## src/rtl/fp_div_seq.sv

```systemverilog
// rtl/fp_div_seq.sv - sequential IEEE-754 single-precision divider z = a / b
// Restoring mantissa division, one quotient bit per clock, then one rounding cycle.
module fp_div_seq #(
  parameter int BIAS = 127,
  parameter int ITER = 26
) (
  input  logic        clk,
  input  logic        rst,
  input  logic        in_valid,
  output logic        in_ready,
  input  logic [31:0] a,
  input  logic [31:0] b,
  input  logic [2:0]  rnd,
  output logic        out_valid,
  input  logic        out_ready,
  output logic [31:0] z,
  output logic [7:0]  status
);

  typedef enum logic [2:0] {IDLE, UNPACK, CALC, ROUND, DONE} state_t;

  state_t             state;
  logic [31:0]        a_q, b_q;
  logic [2:0]         rnd_q;
  logic [24:0]        r;
  logic [23:0]        mb;
  logic [25:0]        q;
  logic signed [9:0]  e;
  logic [4:0]         cnt;

  // Operand classification; denormals are flushed to zero.
  logic sign, a_zero, b_zero, a_inf, b_inf, a_nan, b_nan;
  assign sign   = a_q[31] ^ b_q[31];
  assign a_zero = (a_q[30:23] == 8'd0);
  assign b_zero = (b_q[30:23] == 8'd0);
  assign a_inf  = (a_q[30:23] == 8'hFF) && (a_q[22:0] == 23'd0);
  assign b_inf  = (b_q[30:23] == 8'hFF) && (b_q[22:0] == 23'd0);
  assign a_nan  = (a_q[30:23] == 8'hFF) && (a_q[22:0] != 23'd0);
  assign b_nan  = (b_q[30:23] == 8'hFF) && (b_q[22:0] != 23'd0);

  logic [25:0] diff;
  logic        ge;
  assign diff = {1'b0, r} - {2'b00, mb};
  assign ge   = ~diff[25];

  logic [2:0]        mode;
  logic [22:0]       norm_frac, frac_r;
  logic              g, s, inc, big_inf, min_norm;
  logic signed [9:0] exp_n, exp_r;
  logic [23:0]       sum;
  logic [31:0]       z_rnd;
  logic [7:0]        st_rnd;

  always_comb begin
    mode = (rnd_q > 3'd5) ? 3'd0 : rnd_q;
    if (q[25]) begin
      norm_frac = q[24:2];
      g         = q[1];
      s         = q[0] | (r != 25'd0);
      exp_n     = e;
    end else begin
      norm_frac = q[23:1];
      g         = q[0];
      s         = (r != 25'd0);
      exp_n     = e - 10'sd1;
    end
    case (mode)
      3'd0:    inc = g & (s | norm_frac[0]);
      3'd1:    inc = 1'b0;
      3'd2:    inc = ~sign & (g | s);
      3'd3:    inc = sign & (g | s);
      3'd4:    inc = g;
      default: inc = g | s;
    endcase
    sum      = {1'b0, norm_frac} + {23'd0, inc};
    frac_r   = sum[22:0];
    exp_r    = exp_n + $signed({9'd0, sum[23]});
    big_inf  = (mode == 3'd0) || (mode == 3'd4) || (mode == 3'd5) ||
               ((mode == 3'd2) && !sign) || ((mode == 3'd3) && sign);
    min_norm = (mode == 3'd5) || ((mode == 3'd2) && !sign) || ((mode == 3'd3) && sign);
    if (exp_r >= 10'sd255) begin
      z_rnd  = big_inf ? {sign, 8'hFF, 23'd0} : {sign, 31'h7F7FFFFF};
      st_rnd = big_inf ? 8'h32 : 8'h30;
    end else if (exp_r <= 10'sd0) begin
      z_rnd  = min_norm ? {sign, 8'h01, 23'd0} : {sign, 31'd0};
      st_rnd = min_norm ? 8'h28 : 8'h29;
    end else begin
      z_rnd  = {sign, exp_r[7:0], frac_r};
      st_rnd = {2'b00, g | s, 5'b00000};
    end
  end

  always_ff @(posedge clk) begin
    if (rst) begin
      state     <= IDLE;
      in_ready  <= 1'b1;
      out_valid <= 1'b0;
      z         <= 32'd0;
      status    <= 8'd0;
      a_q       <= 32'd0;
      b_q       <= 32'd0;
      rnd_q     <= 3'd0;
      r         <= 25'd0;
      mb        <= 24'd0;
      q         <= 26'd0;
      e         <= 10'sd0;
      cnt       <= 5'd0;
    end else begin
      case (state)
        IDLE: if (in_valid) begin
          a_q      <= a;
          b_q      <= b;
          rnd_q    <= rnd;
          in_ready <= 1'b0;
          state    <= UNPACK;
        end
        UNPACK: begin
          if (a_nan || b_nan || (a_zero && b_zero) || (a_inf && b_inf)) begin
            z <= 32'h7FC00000; status <= 8'h04; out_valid <= 1'b1; state <= DONE;
          end else if (b_zero && !a_inf) begin
            z <= {sign, 8'hFF, 23'd0}; status <= 8'h42; out_valid <= 1'b1; state <= DONE;
          end else if (a_inf) begin
            z <= {sign, 8'hFF, 23'd0}; status <= 8'h02; out_valid <= 1'b1; state <= DONE;
          end else if (a_zero || b_inf) begin
            z <= {sign, 31'd0}; status <= 8'h01; out_valid <= 1'b1; state <= DONE;
          end else begin
            r     <= {2'b01, a_q[22:0]};
            mb    <= {1'b1, b_q[22:0]};
            q     <= 26'd0;
            e     <= $signed({2'b00, a_q[30:23]}) - $signed({2'b00, b_q[30:23]}) + 10'(BIAS);
            cnt   <= 5'd0;
            state <= CALC;
          end
        end
        CALC: begin
          q   <= {q[24:0], ge};
          r   <= {(ge ? diff[23:0] : r[23:0]), 1'b0};
          cnt <= cnt + 5'd1;
          if (cnt == 5'(ITER - 1)) state <= ROUND;
        end
        ROUND: begin
          z         <= z_rnd;
          status    <= st_rnd;
          out_valid <= 1'b1;
          state     <= DONE;
        end
        DONE: if (out_ready) begin
          out_valid <= 1'b0;
          in_ready  <= 1'b1;
          state     <= IDLE;
        end
        default: state <= IDLE;
      endcase
    end
  end

endmodule

```

## config.mk

```make
export PLATFORM = sky130hd
export DESIGN_NAME = fp_div_seq
export DESIGN_NICKNAME = d
export VERILOG_FILES = /design/src/rtl/fp_div_seq.sv
export SDC_FILE = /design/constraint.sdc
export NUM_CORES = 1
export LEC_CHECK = 0
export CAP_MARGIN = 20
export CORE_ASPECT_RATIO = 2
export CORE_MARGIN = 1.5
export CORE_UTILIZATION = 62
export CTS_CLUSTER_DIAMETER = 40
export DETAILED_ROUTE_END_ITERATION = 8
export PLACE_DENSITY = 0.86
export SLEW_MARGIN = 20
export SYNTH_ARGS = -nofsm -noshare
export SYNTH_HDL_FRONTEND = slang
export SYNTH_SLANG_ARGS = --single-unit
```

## constraint.sdc

```tcl
create_clock -name clk -period 17.1 [get_ports clk]
set_input_delay 4.275 -clock clk [delete_from_list [all_inputs] [get_ports clk]]
set_output_delay 4.275 -clock clk [all_outputs]
set_load 0.005 [all_outputs]
```

==> impl_metrics.yaml, run 1 <==
run_status:
  outcome: "finished clean"
synth:
  async_flop_share: 0
  synth_common_cells: "279 x nand2_1, 201 x dfxtp_1, 163 x a21oi_1"
  ys.warnings.count: 0
  synthTopCellsByArea: "dfxtp_1 36%, nand2_1 9.4%, a21oi_1 7.4%, ha_1 5.1%, nand3_1 2.5%"
  synth_top_area_share: 0.363
  synth_ff_type: "dfxtp_1"
  synth-seq-cells: 201
  synth-xor-area-share: 0.0379
  syn_avg_cell_area_um2: 7.87
  synth_top_family_by_area: "simple AND/OR/NAND/NOR gates"
  syn-num-nets: 1527
  yosys.cell_types.count: 83
  yosysMostFrequentCell: "nand2_1"
  synth_area_um2: 11100
  synth_adder_area_share: 0.0544
  post_synth_and_or_nand_nor_area_fraction: 0.233
  yosysSeqAreaShare: 0.363
  synth_edf_count: 0
  synth_compound_area_frac: 0.231
  synth_area_leader_cell: "dfxtp_1"
  synth_mux_area_frac: 0.0242
  syn_inst: 1409
die:
  die_h_um: 192
  fp.dieW_um: 97.6
  die_area_um2: 18700
  rows: 69
  coreArea_um2: 17600
  start_util: 0.630
  io_pins: 113
clock_tree:
  cts.hold.buffers_added: 0
  cts_htree_levels: 1
  cts_buffers: 19
  cts_resized: 0
  cts_root_buffer: "clkbuf_16"
  cts_max_path_buffers: 3
  cts_tree: "yes"
  post_cts_buffers: 0
  cts_sinks: 201
  insertion_delay_ps: 490
  path_clk_slew_ps: 70
timing:
  worstMarginPinSlew_ps: 944
  fin_worst_skew_ps: 17.0
  min_period_ps: 6670
  finalHoldViolations: 0
  fin_setup_tns_ps: 0
  drv_slew: 0
  min_period_over_period: 0.390
  slew_headroom: 0.362
  setup_viol: 0
  rsz0062_at_grt: "no"
  clock.fmax_mhz: 150
global_route:
  grt_usage: 0.301
  grt_pass1_wl_mm: 47.5
  antenna_found_initial: 0
  grt_max_degree: 69
  gr-total-overflow: 0
  grt_pass1_vias: 9906
placement:
  hpwl_mm: 20.9
  postPlaceCellArea_um2: 12200
  gp_congestion: 0.926
  port-buffer-count: 111
  post-place-cells: 1652
power:
  leakage_nw: 4.69
  pwr-share-seq: 0.390
  combPwrFrac: 0.302
  swShare: 0.336
  peakVddDrop_mv: 0.0795
  p_per_area_nw_per_um2: 104
  p_switching_uw: 446
  clockPowerShare: 0.308
  p_int_uw: 882
  total_power_mw: 1.33
worst_setup_path:
  path_class: "register to register"
  required_ps: 17530
  start_kind: "register"
  endpoint_kind: "register"
  timing.rr.start: "rnd_q[1]"
  cp_max_fo: 16
  crit_start: "rnd_q[1]"
  arrival_ps: 7100
drt:
  finalWirelength_mm: 29.2
  via_per_inst: 6.32
  vias: 10600
  routedWlPerCell_um: 17.3
  drc: 0
  dr.pass1.iters: 6
  first_iter_violations: 905
  detail-route-antenna-nets: 0
finish:
  drive_above_1_share: 0.0524
  instances_no_fill: 1683
  diodes: 0
  final_util: 0.727
  fin_area_um2: 12800
  area_delta_synth_final_pct: 15.5
  layout.nets: 1580
hold_path:
  min-delay-start: "mb[3]"
  hp-class: "register to register"
flow_run:
  maxCapViolations: 0
-- state kept, by name, summed over array words and instances, names as in the netlist, 5 cells and up --
register and count:
a_q 32, b_q 32, cnt 5, e 10
mb 24, q 26, r 25, status 7
z 32
-- metal layers --
metal  wire, µm  track usage  up-vias
li1           -            -     5136
met1      12000        0.391     4963
met2      14100        0.517      459
met3       2080       0.0353       74
met4        950        0.105        0
met5          0            0        -
-- final timing paths --
check                           depth (start not counted)  slack (ps)  endpoint
worst max-delay path                                   24       10430     z[11]
worst min-delay path                                    2         460     mb[3]
worst max register to register                         24       10430     z[11]
worst min register to register                          2         460     mb[3]
-- final cells by class --
| type | instances | area (µm²) |
|---|---|---|
| Fill cell | 1405 | 4810 |
| Tap cell | 213 | 267 |
| Multi-Input combinational cell | 1054 | 6470 |
| Timing Repair Buffer | 125 | 1220 |
| Clock buffer | 24 | 544 |
| Clock inverter | 5 | 51.3 |
| Inverter | 61 | 229 |
| Sequential cell | 201 | 4030 |
-- power by group through the flow --
| stage | Combinational (mW) | Sequential (mW) | Clock, mW |
|---|---|---|---|
| 3_5_place_dp | 0.392 | 0.528 | 0 |
| 4_1_cts | 0.396 | 0.517 | 0.413 |
| 5_1_grt | 0.435 | 0.521 | 0.431 |
| 3_3_place_gp | 0.382 | 0.526 | 0 |
| 6_report | 0.401 | 0.518 | 0.409 |
| 2_1_floorplan | 0.301 | 0.518 | 0 |
-- cells by family after synthesis --
logic type	after synthesis
and+or+nand+nor	548
muxes	26
xor gates and xnor gates	48
other	1
buffers and inverters	154
AOI/OAI and AO/OA	384
adders and majority gates	47
DFF	201
-- metrics by stage --
| step | worst slack, ps | hold WS, ps |
|---|---|---|
| floorplan | 11580 | 435 |
| global placement | 10280 | 441 |
| detailed placement | 10190 | 447 |
| CTS | 10200 | 456 |
| global route | 10060 | 481 |
| finish | 10430 | 456 |
-- placed cells by master, fill, tap and decap left out, types with 9 or more instances in the layout --
| cell | synthesis | routed |
|---|---|---|
| and2_1 | 9 | 9 |
| nand2_1 | 279 | 278 |
| a31oi_1 | 9 | 9 |
| nand4_1 | 17 | 17 |
| nor3_1 | 28 | 27 |
| nor2b_1 | 13 | 13 |
| a21oi_1 | 163 | 163 |
| o22ai_1 | 14 | 14 |
| clkdlybuf4s50_1 | 0 | 110 |
| o21ai_0 | 28 | 28 |
| a211oi_1 | 13 | 13 |
| a311oi_1 | 14 | 14 |
| xnor2_1 | 30 | 30 |
| xor2_1 | 18 | 18 |
| mux2i_1 | 20 | 20 |
| a22oi_1 | 24 | 24 |
| a221o_1 | 23 | 23 |
| a211o_1 | 10 | 10 |
| nor2_1 | 68 | 67 |
| clkbuf_16 | 0 | 19 |
| inv_1 | 60 | 60 |
| buf_4 | 3 | 13 |
| ha_1 | 45 | 45 |
| nand3_1 | 56 | 56 |
| dfxtp_1 | 201 | 200 |
| nor4_1 | 19 | 19 |
| a21o_1 | 19 | 19 |
-- worst max-delay path, stage by stage, from the launching register on --
cell,delay (ps)
dfxtp_1,400
inv_1,100
ha_1,260
nor3b_1,240
ha_1,280
mux2i_1,140
o31ai_1,80
a21oi_1,150
ha_1,180
and2_1,170
nand4_1,180
nor3b_1,460
nand3_1,210
a211o_1,310
nor4b_1,370
ha_1,230
ha_1,210
nor3b_2,460
a21o_1,210
nand2_1,80
o41ai_2,330
a2bb2oi_2,560
nor4b_4,600
buf_6,250
a221o_1,130
No activity file was read; power rests on OpenSTA's default activity.
==> run 2: changes to the inputs <==
--- a/config.mk
+++ b/config.mk
@@ -8,10 +8,10 @@
 export CAP_MARGIN = 20
 export CORE_ASPECT_RATIO = 2
 export CORE_MARGIN = 1.5
-export CORE_UTILIZATION = 62
+export CORE_UTILIZATION = 52
 export CTS_CLUSTER_DIAMETER = 40
 export DETAILED_ROUTE_END_ITERATION = 8
-export PLACE_DENSITY = 0.86
+export PLACE_DENSITY = 0.77
 export SLEW_MARGIN = 20
 export SYNTH_ARGS = -nofsm -noshare
 export SYNTH_HDL_FRONTEND = slang
==> constraint.sdc (replaced) <==
create_clock -name clk -period 5.76 [get_ports clk]
set_input_delay 1.44 -clock clk [delete_from_list [all_inputs] [get_ports clk]]
set_output_delay 1.44 -clock clk [all_outputs]
set_load 0.005 [all_outputs]
==> run 2 against run 1 <==
  * Total power grew to 3.2 times the previous value
  * Clock-buffer cell count up 3
  * Non-clock buffer count grew 26
  * Final cell count increased by 5.5%
  * Largest power group unchanged
  * Hold slack worse by 2.7 ps
  * Design area increased by 4.3%
  * Die area rose by 19%
  * Maximum frequency increased by 21%
  * Combinational power rose to 3.2 times the previous value
  * Sequential power rose to 3.0 times the previous value
  * Sequential cell count did not move
==> impl_metrics.yaml, run 2 (synthesis gave the netlist of run 1 again) <==
power:
  total_power_mw: 4.26
  leakage_nw: 4.93
  p_per_area_nw_per_um2: 319
  peakVddDrop_mv: 0.273
worst_setup_path:
  path_class: "register to register"
  start_kind: "register"
  endpoint_kind: "register"
  arrival_ps: 5940
  required_ps: 6170
  cp_max_fo: 10
placement:
  postPlaceCellArea_um2: 12400
  hpwl_mm: 23.1
  gp_congestion: 0.924
  port-buffer-count: 111
  pre_cts_slack_ps: -377
global_route:
  grt_pass1_wl_mm: 51.3
  grt_usage: 0.287
  antenna_found_initial: 0
  gr-total-overflow: 0
  grt_max_degree: 71
  grt_pass1_vias: 10500
die:
  fp.dieW_um: 106
  rows: 75
  die_area_um2: 22300
  start_util: 0.530
  io_pins: 113
  die_h_um: 210
  coreArea_um2: 20900
finish:
  fin_area_um2: 13400
  final_common_cell: "nand2_1"
  layout.cells.most_common_list: "276 x nand2_1, 199 x dfxtp_1, 163 x a21oi_1"
  diodes: 0
  layout.nets: 1610
  area_delta_synth_final_pct: 20.4
  reg_top3: "a_q (32), b_q (32), z (32)"
  final_util: 0.638
  drive_above_1_share: 0.0810
timing:
  finalHoldViolations: 0
  setup_ws_ps: 229
  clock.fmax_mhz: 181
  fin_worst_skew_ps: 15.0
  worstMarginPinSlew_ps: 1120
  min_period_ps: 5530
  setup_viol: 0
  drv_slew: 0
  slew_headroom: 0.256
  min_period_over_period: 0.960
drt:
  drc: 0
  dr.pass1.iters: 5
  first_iter_violations: 571
  via_per_inst: 6.02
  detail-route-antenna-nets: 0
  routedWlPerCell_um: 18.0
  vias: 10700
  finalWirelength_mm: 32.0
clock_tree:
  cts_sinks: 201
  insertion_delay_ps: 520
  cts_root_buffer: "clkbuf_16"
  cts_max_path_buffers: 3
  path_clk_slew_ps: 70
  cts_buffers: 21
  cts_htree_levels: 1
  cts_tree: "yes"
  cts.hold.buffers_added: 0
run_status:
  outcome: "finished clean"
flow_run:
  maxCapViolations: 0
hold_path:
  hp-class: "register to register"
-- run 2: worst max-delay path, stage by stage (launching register included) --
cell,delay (ps)
dfxtp_2,350
ha_1,200
nor2b_1,150
nor3b_2,200
ha_1,270
mux2i_1,150
o31ai_1,80
a21oi_1,160
ha_2,200
and2_4,150
nand4_1,120
nor3b_2,210
nand3_1,140
a211o_1,350
nor4b_2,280
buf_4,150
ha_1,160
ha_1,170
nor3b_4,250
a22oi_1,160
nor4bb_4,380
nor2_1,130
a2bb2oi_4,220
buf_4,200
or3_1,350
a32o_1,210
-- run 2: timing repair --
item / CTS / global route
resized for setup: 5 / 13
buffers inserted: 6 / 1
pin swaps: 4 / 9
gates cloned: 2 / 0
setup endpoints to repair: 23 / 36
-- run 2: routing by layer --
metal / track usage / part of all wire / up-vias
met1: 0.277 / 0.33 / 5000
met3: 0.0320 / 0.044 / 134
met4: 0.207 / 0.075 / 0
li1: - / - / 5211
met2: 0.547 / 0.55 / 354
met5: 0 / 0 / -
-- run 2: cell type report --
type                       instances  area (µm²)
clock inverter                    11         153
multi-input combinational       1056        6610
fill                            1849        7570
clock buffer                      27         578
sequential                       201        4030
inverter                          61         229
tap                              269         337
timing repair buffer             151        1430
-- run 2: report_power, final --
part / internal [mW] / leakage, nW / switching [mW]
registers: 1.46 / 1.63 / 0.0789
logic: 0.528 / 2.93 / 0.748
clock network: 0.854 / 0.362 / 0.587
-- run 2: metrics by stage --
stage | hold slack (ps) | std cells | TNS [ps]
6_report | 453 | 1776 | 0
3_5_place_dp | 448 | 1729 | -8260
2_1_floorplan | 435 | 1409 | 0
3_3_place_gp | 443 | 1729 | -2260
5_1_grt | 475 | 1776 | -535
4_1_cts | 457 | 1775 | 0
-- run 2: final timing paths --
check / from / endpoint / slack (ps) / depth (start not counted)
setup / recovery: rnd_q[1] / z[30] / 230 / 25
hold / removal: mb[17] / mb[17] / 450 / 2
setup reg to reg: rnd_q[1] / z[30] / 230 / 25
hold reg to reg: mb[17] / mb[17] / 450 / 2
==> run 3: changes to the inputs <==
--- a/config.mk
+++ b/config.mk
@@ -8,10 +8,11 @@
 export CAP_MARGIN = 20
 export CORE_ASPECT_RATIO = 2
 export CORE_MARGIN = 1.5
-export CORE_UTILIZATION = 52
+export CORE_UTILIZATION = 54
+export CTS_BUF_LIST = sky130_fd_sc_hd__clkbuf_8
 export CTS_CLUSTER_DIAMETER = 40
 export DETAILED_ROUTE_END_ITERATION = 8
-export PLACE_DENSITY = 0.77
+export PLACE_DENSITY = 0.79
 export SLEW_MARGIN = 20
 export SYNTH_ARGS = -nofsm -noshare
 export SYNTH_HDL_FRONTEND = slang
==> run 3 against run 2 <==
  * Sequential cell count did not move
  * Global-route usage rose by 0.19 points
  * Combinational power barely moved
  * Setup slack got worse by 30 ps
  * Hold slack got worse by 2.5 ps
  * Wire length fell by 2.0%
  * Final cell count rose by 0.56%
  * Via count fell by 0.37%
  * Non-clock buffer count did not move
  * Clock skew rose by 3.4 ps
  * Critical path type unchanged
==> impl_metrics.yaml, run 3 (synthesis gave the netlist of run 1 again) <==
worst_setup_path:
  crit_start: "rnd_q[2]"
  timing.rr.start: "rnd_q[2]"
  start_kind: "register"
  rr_worst_depth: 29
  worst-path-buf-inv: 6
  critPathTopFamily: "simple AND/OR/NAND/NOR gates"
  arrival_ps: 6080
  critPathMaxStageDelay_ps: 350
  cp_max_fo: 12
  timing.rr.end: "z[6]"
  required_ps: 6280
  r2r_setup_slack_ps: 200
  endpoint_kind: "register"
  slowest_stage: "dfxtp_1"
  path_class: "register to register"
clock_tree:
  cts_root_buffer: "clkbuf_8"
  insertion_delay_ps: 580
  cts_max_path_buffers: 3
  cts_tree: "yes"
  cts_buffers: 29
  cts_sinks: 201
  cts_htree_levels: 1
  path_clk_slew_ps: 70
timing:
  slew_headroom: 0.272
  min_period_ps: 5560
  fin_worst_skew_ps: 18.3
  clock.fmax_mhz: 180
  setup_ws_ps: 200
  drv_slew: 0
  finalHoldViolations: 0
  min_period_over_period: 0.965
  worstMarginPinSlew_ps: 1090
  setup_viol: 0
die:
  start_util: 0.547
  io_pins: 113
  die_h_um: 206
  fp.dieW_um: 104
  rows: 74
  die_area_um2: 21500
  coreArea_um2: 20300
global_route:
  antenna_found_initial: 0
  grt_pass1_vias: 10100
  grt_pass1_wl_mm: 50.0
  gr-total-overflow: 0
  grt_max_degree: 100
  grt_usage: 0.289
finish:
  layout.nets: 1617
  area_delta_synth_final_pct: 19.2
  layout.cells.most_common_list: "277 x nand2_1, 199 x dfxtp_1, 163 x a21oi_1"
  multiInputGateArea_um2: 6530
  fill_cells: 1698
  diodes: 0
  drive_above_1_share: 0.0882
  reg_top3: "a_q (32), b_q (32), z (32)"
  final_common_cell: "nand2_1"
  fin_area_um2: 13200
  instances_no_fill: 1786
  seqCellArea_um2: 4030
drt:
  drc: 0
  routedWlPerCell_um: 17.5
  detail-route-antenna-nets: 0
  dr.pass1.iters: 5
  first_iter_violations: 560
  vias: 10700
  finalWirelength_mm: 31.3
  via_per_inst: 5.97
power:
  pwr-share-seq: 0.380
  leakage_nw: 4.91
  swShare: 0.337
  clockPowerShare: 0.307
  total_power_mw: 4.05
  p_int_mw: 2.68
  p_per_area_nw_per_um2: 306
  combPwrFrac: 0.313
  peakVddDrop_mv: 0.268
  p_switching_mw: 1.36
placement:
  gp_congestion: 0.982
  post-place-cells: 1722
  hpwl_mm: 22.4
  port-buffer-count: 111
  postPlaceCellArea_um2: 12400
  pre_cts_slack_ps: -91.2
hold_path:
  hp-class: "register to register"
  min-delay-start: "mb[5]"
  min_to: "mb[5]"
  min_path_cells: 2
flow_run:
  maxCapViolations: 0
run_status:
  outcome: "finished clean"
[run 3: cell types whose count changed in the layout (fill, tap and decap cells not counted), moves of 3 or more]
cell / change
buf_4: -3
ha_2: +3
clkbuf_1: -3
inv_1: +5
ha_1: -3
clkbuf_8: +35
clkbuf_16: -20
[run 3: power groups by stage]
stage	clock (mW)	sequential [mW]	combinational, mW
final	1.24	1.54	1.27
after global routing	1.32	1.55	1.38
after CTS	1.26	1.54	1.23
after detailed placement	0	1.57	1.20
after global placement	0	1.57	1.18
after floorplan	0	1.54	0.894
[run 3: timing repair]
item / in CTS / in global routing
cloned: 1 / 2
pin swaps: 1 / 9
gates resized for setup: 2 / 13
endpoints found under the setup margin: 23 / 36
buffers inserted: 2 / 7
hold buffers: 0 / 0
[run 3: per-stage QoR]
step | TNS [ps] | hold slack [ps] | util
after floorplan | 0 | 435 | -
after global placement | 0 | 444 | 0.611
after detailed placement | -1600 | 446 | 0.611
after CTS | 0 | 455 | 0.645
after global routing | -2200 | 477 | 0.652
final | 0 | 451 | 0.652
[run 3: layout make-up]
type,instances,share of cell area
multi-input combinational,1055,0.494
sequential,201,0.305
timing repair buffer,151,0.110
clock buffer,38,0.0396
tap,266,0.0252
inverter,61,0.0173
clock inverter,14,0.00928
[run 3: tightest hold or removal path, stage by stage, from the launching register on]
cell,delay (ps)
dfxtp_1,300
nand2_1,50
a21oi_1,50
[run 3: worst max-delay path by stage]
| stage | to | slack [ps] | depth (start not counted) |
|---|---|---|---|
| detailed placement | z[7] | -90 | 25 |
| floorplan | z[30] | 240 | 23 |
| CTS | z[0] | 10 | 28 |
| finish | z[6] | 200 | 29 |
| global route | z[5] | -120 | 29 |
| global placement | z[10] | 50 | 24 |
[run 3: per-layer routing]
metal / vias to the layer above / global-route usage / part of all wire
li1: 5214 / - / -
met1: 5002 / 0.282 / 0.34
met2: 335 / 0.571 / 0.56
met3: 108 / 0.0301 / 0.036
met4: 0 / 0.174 / 0.059
met5: - / 0 / 0
==> edit 1, RTL diff (config.mk and constraints of run 2) <==
Register the output `status` once more, without a reset; this adds one clock of latency there. The other outputs are not delayed to match.
--- a/src/rtl/fp_div_seq.sv
+++ b/src/rtl/fp_div_seq.sv
@@ -18,6 +18,8 @@
 );
 
   typedef enum logic [2:0] {IDLE, UNPACK, CALC, ROUND, DONE} state_t;
+
+  logic [7:0] status_s0;
 
   state_t             state;
   logic [31:0]        a_q, b_q;
@@ -96,7 +98,7 @@
       in_ready  <= 1'b1;
       out_valid <= 1'b0;
       z         <= 32'd0;
-      status    <= 8'd0;
+      status_s0 <= 8'd0;
       a_q       <= 32'd0;
       b_q       <= 32'd0;
       rnd_q     <= 3'd0;
@@ -116,13 +118,13 @@
         end
         UNPACK: begin
           if (a_nan || b_nan || (a_zero && b_zero) || (a_inf && b_inf)) begin
-            z <= 32'h7FC00000; status <= 8'h04; out_valid <= 1'b1; state <= DONE;
+            z <= 32'h7FC00000; status_s0 <= 8'h04; out_valid <= 1'b1; state <= DONE;
           end else if (b_zero && !a_inf) begin
-            z <= {sign, 8'hFF, 23'd0}; status <= 8'h42; out_valid <= 1'b1; state <= DONE;
+            z <= {sign, 8'hFF, 23'd0}; status_s0 <= 8'h42; out_valid <= 1'b1; state <= DONE;
           end else if (a_inf) begin
-            z <= {sign, 8'hFF, 23'd0}; status <= 8'h02; out_valid <= 1'b1; state <= DONE;
+            z <= {sign, 8'hFF, 23'd0}; status_s0 <= 8'h02; out_valid <= 1'b1; state <= DONE;
           end else if (a_zero || b_inf) begin
-            z <= {sign, 31'd0}; status <= 8'h01; out_valid <= 1'b1; state <= DONE;
+            z <= {sign, 31'd0}; status_s0 <= 8'h01; out_valid <= 1'b1; state <= DONE;
           end else begin
             r     <= {2'b01, a_q[22:0]};
             mb    <= {1'b1, b_q[22:0]};
@@ -140,7 +142,7 @@
         end
         ROUND: begin
           z         <= z_rnd;
-          status    <= st_rnd;
+          status_s0 <= st_rnd;
           out_valid <= 1'b1;
           state     <= DONE;
         end
@@ -154,5 +156,9 @@
     end
   end
 
+  always_ff @(posedge clk) begin
+    status <= status_s0;
+  end
+
 endmodule
 
Check against the original RTL: not equivalent (Yosys sat finds a counterexample within 4 cycles, from zero or initial values and one cycle with rst high).
==> edit 1 against run 2 <==
Total power up 0.74%. Via count rose by 1.7%. Design area rose by 2.6%. Wire length fell by 1.2%. Synthesized cell count increased by 4.2%. Sequential cell count is 7 higher. Synthesized area up 3.9%. Clock power down 5%. Critical path depth grew 4. Count of clock-buffer cells in the layout down 3. Utilization fell by 0.61 points. Worst setup slack better by 0.095 ns. Non-clock buffer count is the same. Highest routed layer unchanged.
==> edit 1: results <==
export IMPL_drive_gt1_share_pct=8.16
export IMPL_worstHoldStart="status_s0[3]"
export IMPL_synth_nets=1586
export IMPL_synth_area_per_cell_um2=7.85
export IMPL_endpoint="z[19]"
export IMPL_synthAdderAreaFrac_pct=5.23
export IMPL_rrSetupSlack_ns=0.32
export IMPL_finClkSkew_ns=0.0123
export IMPL_grt_max_degree=101
export IMPL_slew_headroom_pct=27.6
export IMPL_pre_cts_ws_ns=-0.260
export IMPL_drt_iter0_markers=529
export IMPL_synth_commonest_cells="nand2_1 (277), dfxtp_1 (208), a21oi_1 (180), clkbuf_1 (74), nor2_1 (70)"
export IMPL_r2r_cells=29
export IMPL_dpl_hpwl_um=22700
export IMPL_grt_pass1_wl_um=50300
export IMPL_cts_setup_buffers=2
export IMPL_ys_seq_area_share_pct=36.1
export IMPL_wl_um=31600
export IMPL_status="completed"
export IMPL_cp_slowest_cell="a2111o_1"
export IMPL_hold_end="status[3]"
export IMPL_p_leak_nw=5.11
export IMPL_placed_area_um2=12800
export IMPL_synth_compound_area_share_pct=23.8
export IMPL_worstPathArrival_ns=5.84
export IMPL_ir_drop_mv=0.248
export IMPL_synthMuxAreaShare_pct=2.87
export IMPL_nets=1660
export IMPL_grtUsageTotal_pct=27.2
export IMPL_place_inst=1782
export IMPL_synth_cell_types=85
## edit 1: cell count changes in the layout (fill, tap and decap cells not counted), moves of 8 or more
cell	delta
a311oi_1	-9
nand3_1	-11
o21a_1	+8
a21oi_1	+16
a211oi_1	+11
## edit 1: routing by layer
| layer | wire [um] | GRT usage (%) | vias up | share of wire, % |
|---|---|---|---|---|
| met1 | 10900 | 25.0 | 5081 | 35 |
| met5 | 0 | 0 | - | 0 |
| li1 | - | - | 5383 | - |
| met3 | 1050 | 2.64 | 127 | 3.3 |
| met2 | 17500 | 53.9 | 293 | 55 |
| met4 | 2160 | 19.1 | 0 | 6.8 |
## edit 1: layout make-up
cell class / instances / area [um2]
antenna: 1 / 2.50
clock buffer: 24 / 547
clock inverter: 13 / 135
fill: 1901 / 7980
inverter: 61 / 229
multi-input combinational: 1099 / 6830
sequential: 208 / 4170
tap: 273 / 342
timing repair buffer: 151 / 1450
==> edit 2, RTL diff (config.mk and constraints of run 2) <==
Without the edit above. Set the parameter `ITER` to 16 (it was 26).
--- a/src/rtl/fp_div_seq.sv
+++ b/src/rtl/fp_div_seq.sv
@@ -2,7 +2,7 @@
 // Restoring mantissa division, one quotient bit per clock, then one rounding cycle.
 module fp_div_seq #(
   parameter int BIAS = 127,
-  parameter int ITER = 26
+  parameter int ITER = 16
 ) (
   input  logic        clk,
   input  logic        rst,
Formal check against the unedited RTL: no difference found for any inputs over 4 cycles, from zero or initial values and one cycle with rst high; that may be too few to reach the edited logic, so the function may still have changed.
==> edit 2 against run 2 <==
Worst setup slack improved by 0.064 ns. Maximum frequency increased by 1.2%. Sequential cell count unchanged. Die area decreased by 0.13%. Total power decreased by 2.8%. Synthesized area decreased by 0.14%. Design area decreased by 2.6%. Wire length decreased by 5.8%. Critical endpoint is now status[0]. Highest routed layer unchanged.
==> edit 2: results <==
export IMPL_worstHoldStart="z[11]"
export IMPL_synth_commonest_cells="nand2_1 (298), a21oi_1 (207), dfxtp_1 (201), clkbuf_1 (72), nor2_1 (61)"
export IMPL_synth_cell_types=78
export IMPL_rrSetupSlack_ns=0.29
export IMPL_synth_area_per_cell_um2=7.65
export IMPL_status="completed"
export IMPL_met3_usage_pct=2.80
export IMPL_hold_class="reg2reg"
export IMPL_routed_via_count=10485
export IMPL_path_max_fanout=8
export IMPL_cts_buffers=20
export IMPL_place_inst=1750
export IMPL_grtUsageTotal_pct=26.7
export IMPL_ys_seq_area_share_pct=36.3
export IMPL_wirelength_met1_um=10500
export IMPL_placed_area_um2=12300
export IMPL_numPortBuffers=111
export IMPL_dr_pass1_iters=7
export IMPL_antenna_found_initial=1
export IMPL_gp_congestion=0.877
export IMPL_hold_end="z[11]"
export IMPL_p_leak_nw=4.75
export IMPL_root_buffer="clkbuf_16"
export IMPL_reg_top3="a_q: 32 flops, b_q: 32 flops, z: 32 flops"
export IMPL_wl_per_cell_um=16.9
export IMPL_synthTopCellsByArea="dfxtp_1 (36%), nand2_1 (10%), a21oi_1 (9.4%), ha_1 (5.1%), clkbuf_1 (2.4%)"
export IMPL_drive_gt1_share_pct=6.53
export IMPL_dpl_hpwl_um=22300
export IMPL_worstPathArrival_ns=5.89
export IMPL_yosys_warnings=0
export IMPL_ir_drop_mv=0.244
export IMPL_cp_slowest_cell="or3_4"
export IMPL_met2_length_um=16700
export IMPL_endpoint="status[0]"
export IMPL_nFillCells=1931
export IMPL_grt_pass1_wl_um=48100
export IMPL_finClkSkew_ns=0.00999
export IMPL_grt_max_degree=85
export IMPL_vias_per_cell=5.87
export IMPL_cpPeakStageDelay_ns=0.46
export IMPL_slew_headroom_pct=37.8
export IMPL_r2r_cells=23
export IMPL_drt_iter0_markers=569
export IMPL_use_met2_pct=52.9
export IMPL_grt_util_met1_pct=24.9
export IMPL_wl_met3_um=1100
export IMPL_nets=1623
## edit 2: changes by cell type after synthesis, sizes merged, moves of 10 or more
| cell | run 2 | this run |
|---|---|---|
| a311oi | 14 | 2 |
| and3 | 7 | 22 |
| a221o | 23 | 5 |
| inv | 60 | 50 |
| a21oi | 164 | 207 |
| nand2 | 281 | 298 |
| a22oi | 24 | 4 |
| o21ai | 29 | 48 |
## edit 2: cells by family after synthesis
| family | after synthesis | share of synthesized area, % |
|---|---|---|
| other | 1 | 0.0339 |
| buffers and inverters | 146 | 5.13 |
| AOI/OAI and AO/OA | 403 | 22.4 |
| muxes | 27 | 2.55 |
| and+or+nand+nor | 574 | 24.3 |
| adders and majority gates | 47 | 5.45 |
| DFF | 201 | 36.3 |
| xor gates and xnor gates | 48 | 3.86 |
## edit 2: layout make-up
cell class,instances,area share (%)
multi-input combinational,1100,50.6
sequential,201,31.0
timing repair buffer,131,9.87
clock buffer,22,4.07
tap,269,2.59
inverter,51,1.47
clock inverter,10,0.443
antenna,1,0.0192
## edit 2: timing repair
| item | CTS | global route |
|---|---|---|
| buffers inserted | 0 | 2 |
| hold buffers | 0 | 0 |
| endpoints found under the hold margin | 0 | 0 |
| gates resized for setup | 0 | 14 |
| setup endpoints to repair | 0 | 36 |
## edit 2: stage by stage
stage | total power, mW | hold slack, ns | setup slack [ns]
4_1_cts | 4.12 | 0.447 | 0.00484
3_5_place_dp | 2.93 | 0.437 | 0.0239
6_report | 4.14 | 0.445 | 0.293
2_1_floorplan | 2.56 | 0.435 | 0.254
3_3_place_gp | 2.90 | 0.437 | 0.183
5_1_grt | 4.34 | 0.460 | -0.00421
## edit 2: power by group
group	switching [mW]	total [mW]	internal, mW
combinational	0.829	1.38	0.549
clock	0.551	1.21	0.661
sequential	0.0795	1.55	1.47
total	1.46	4.14	2.68
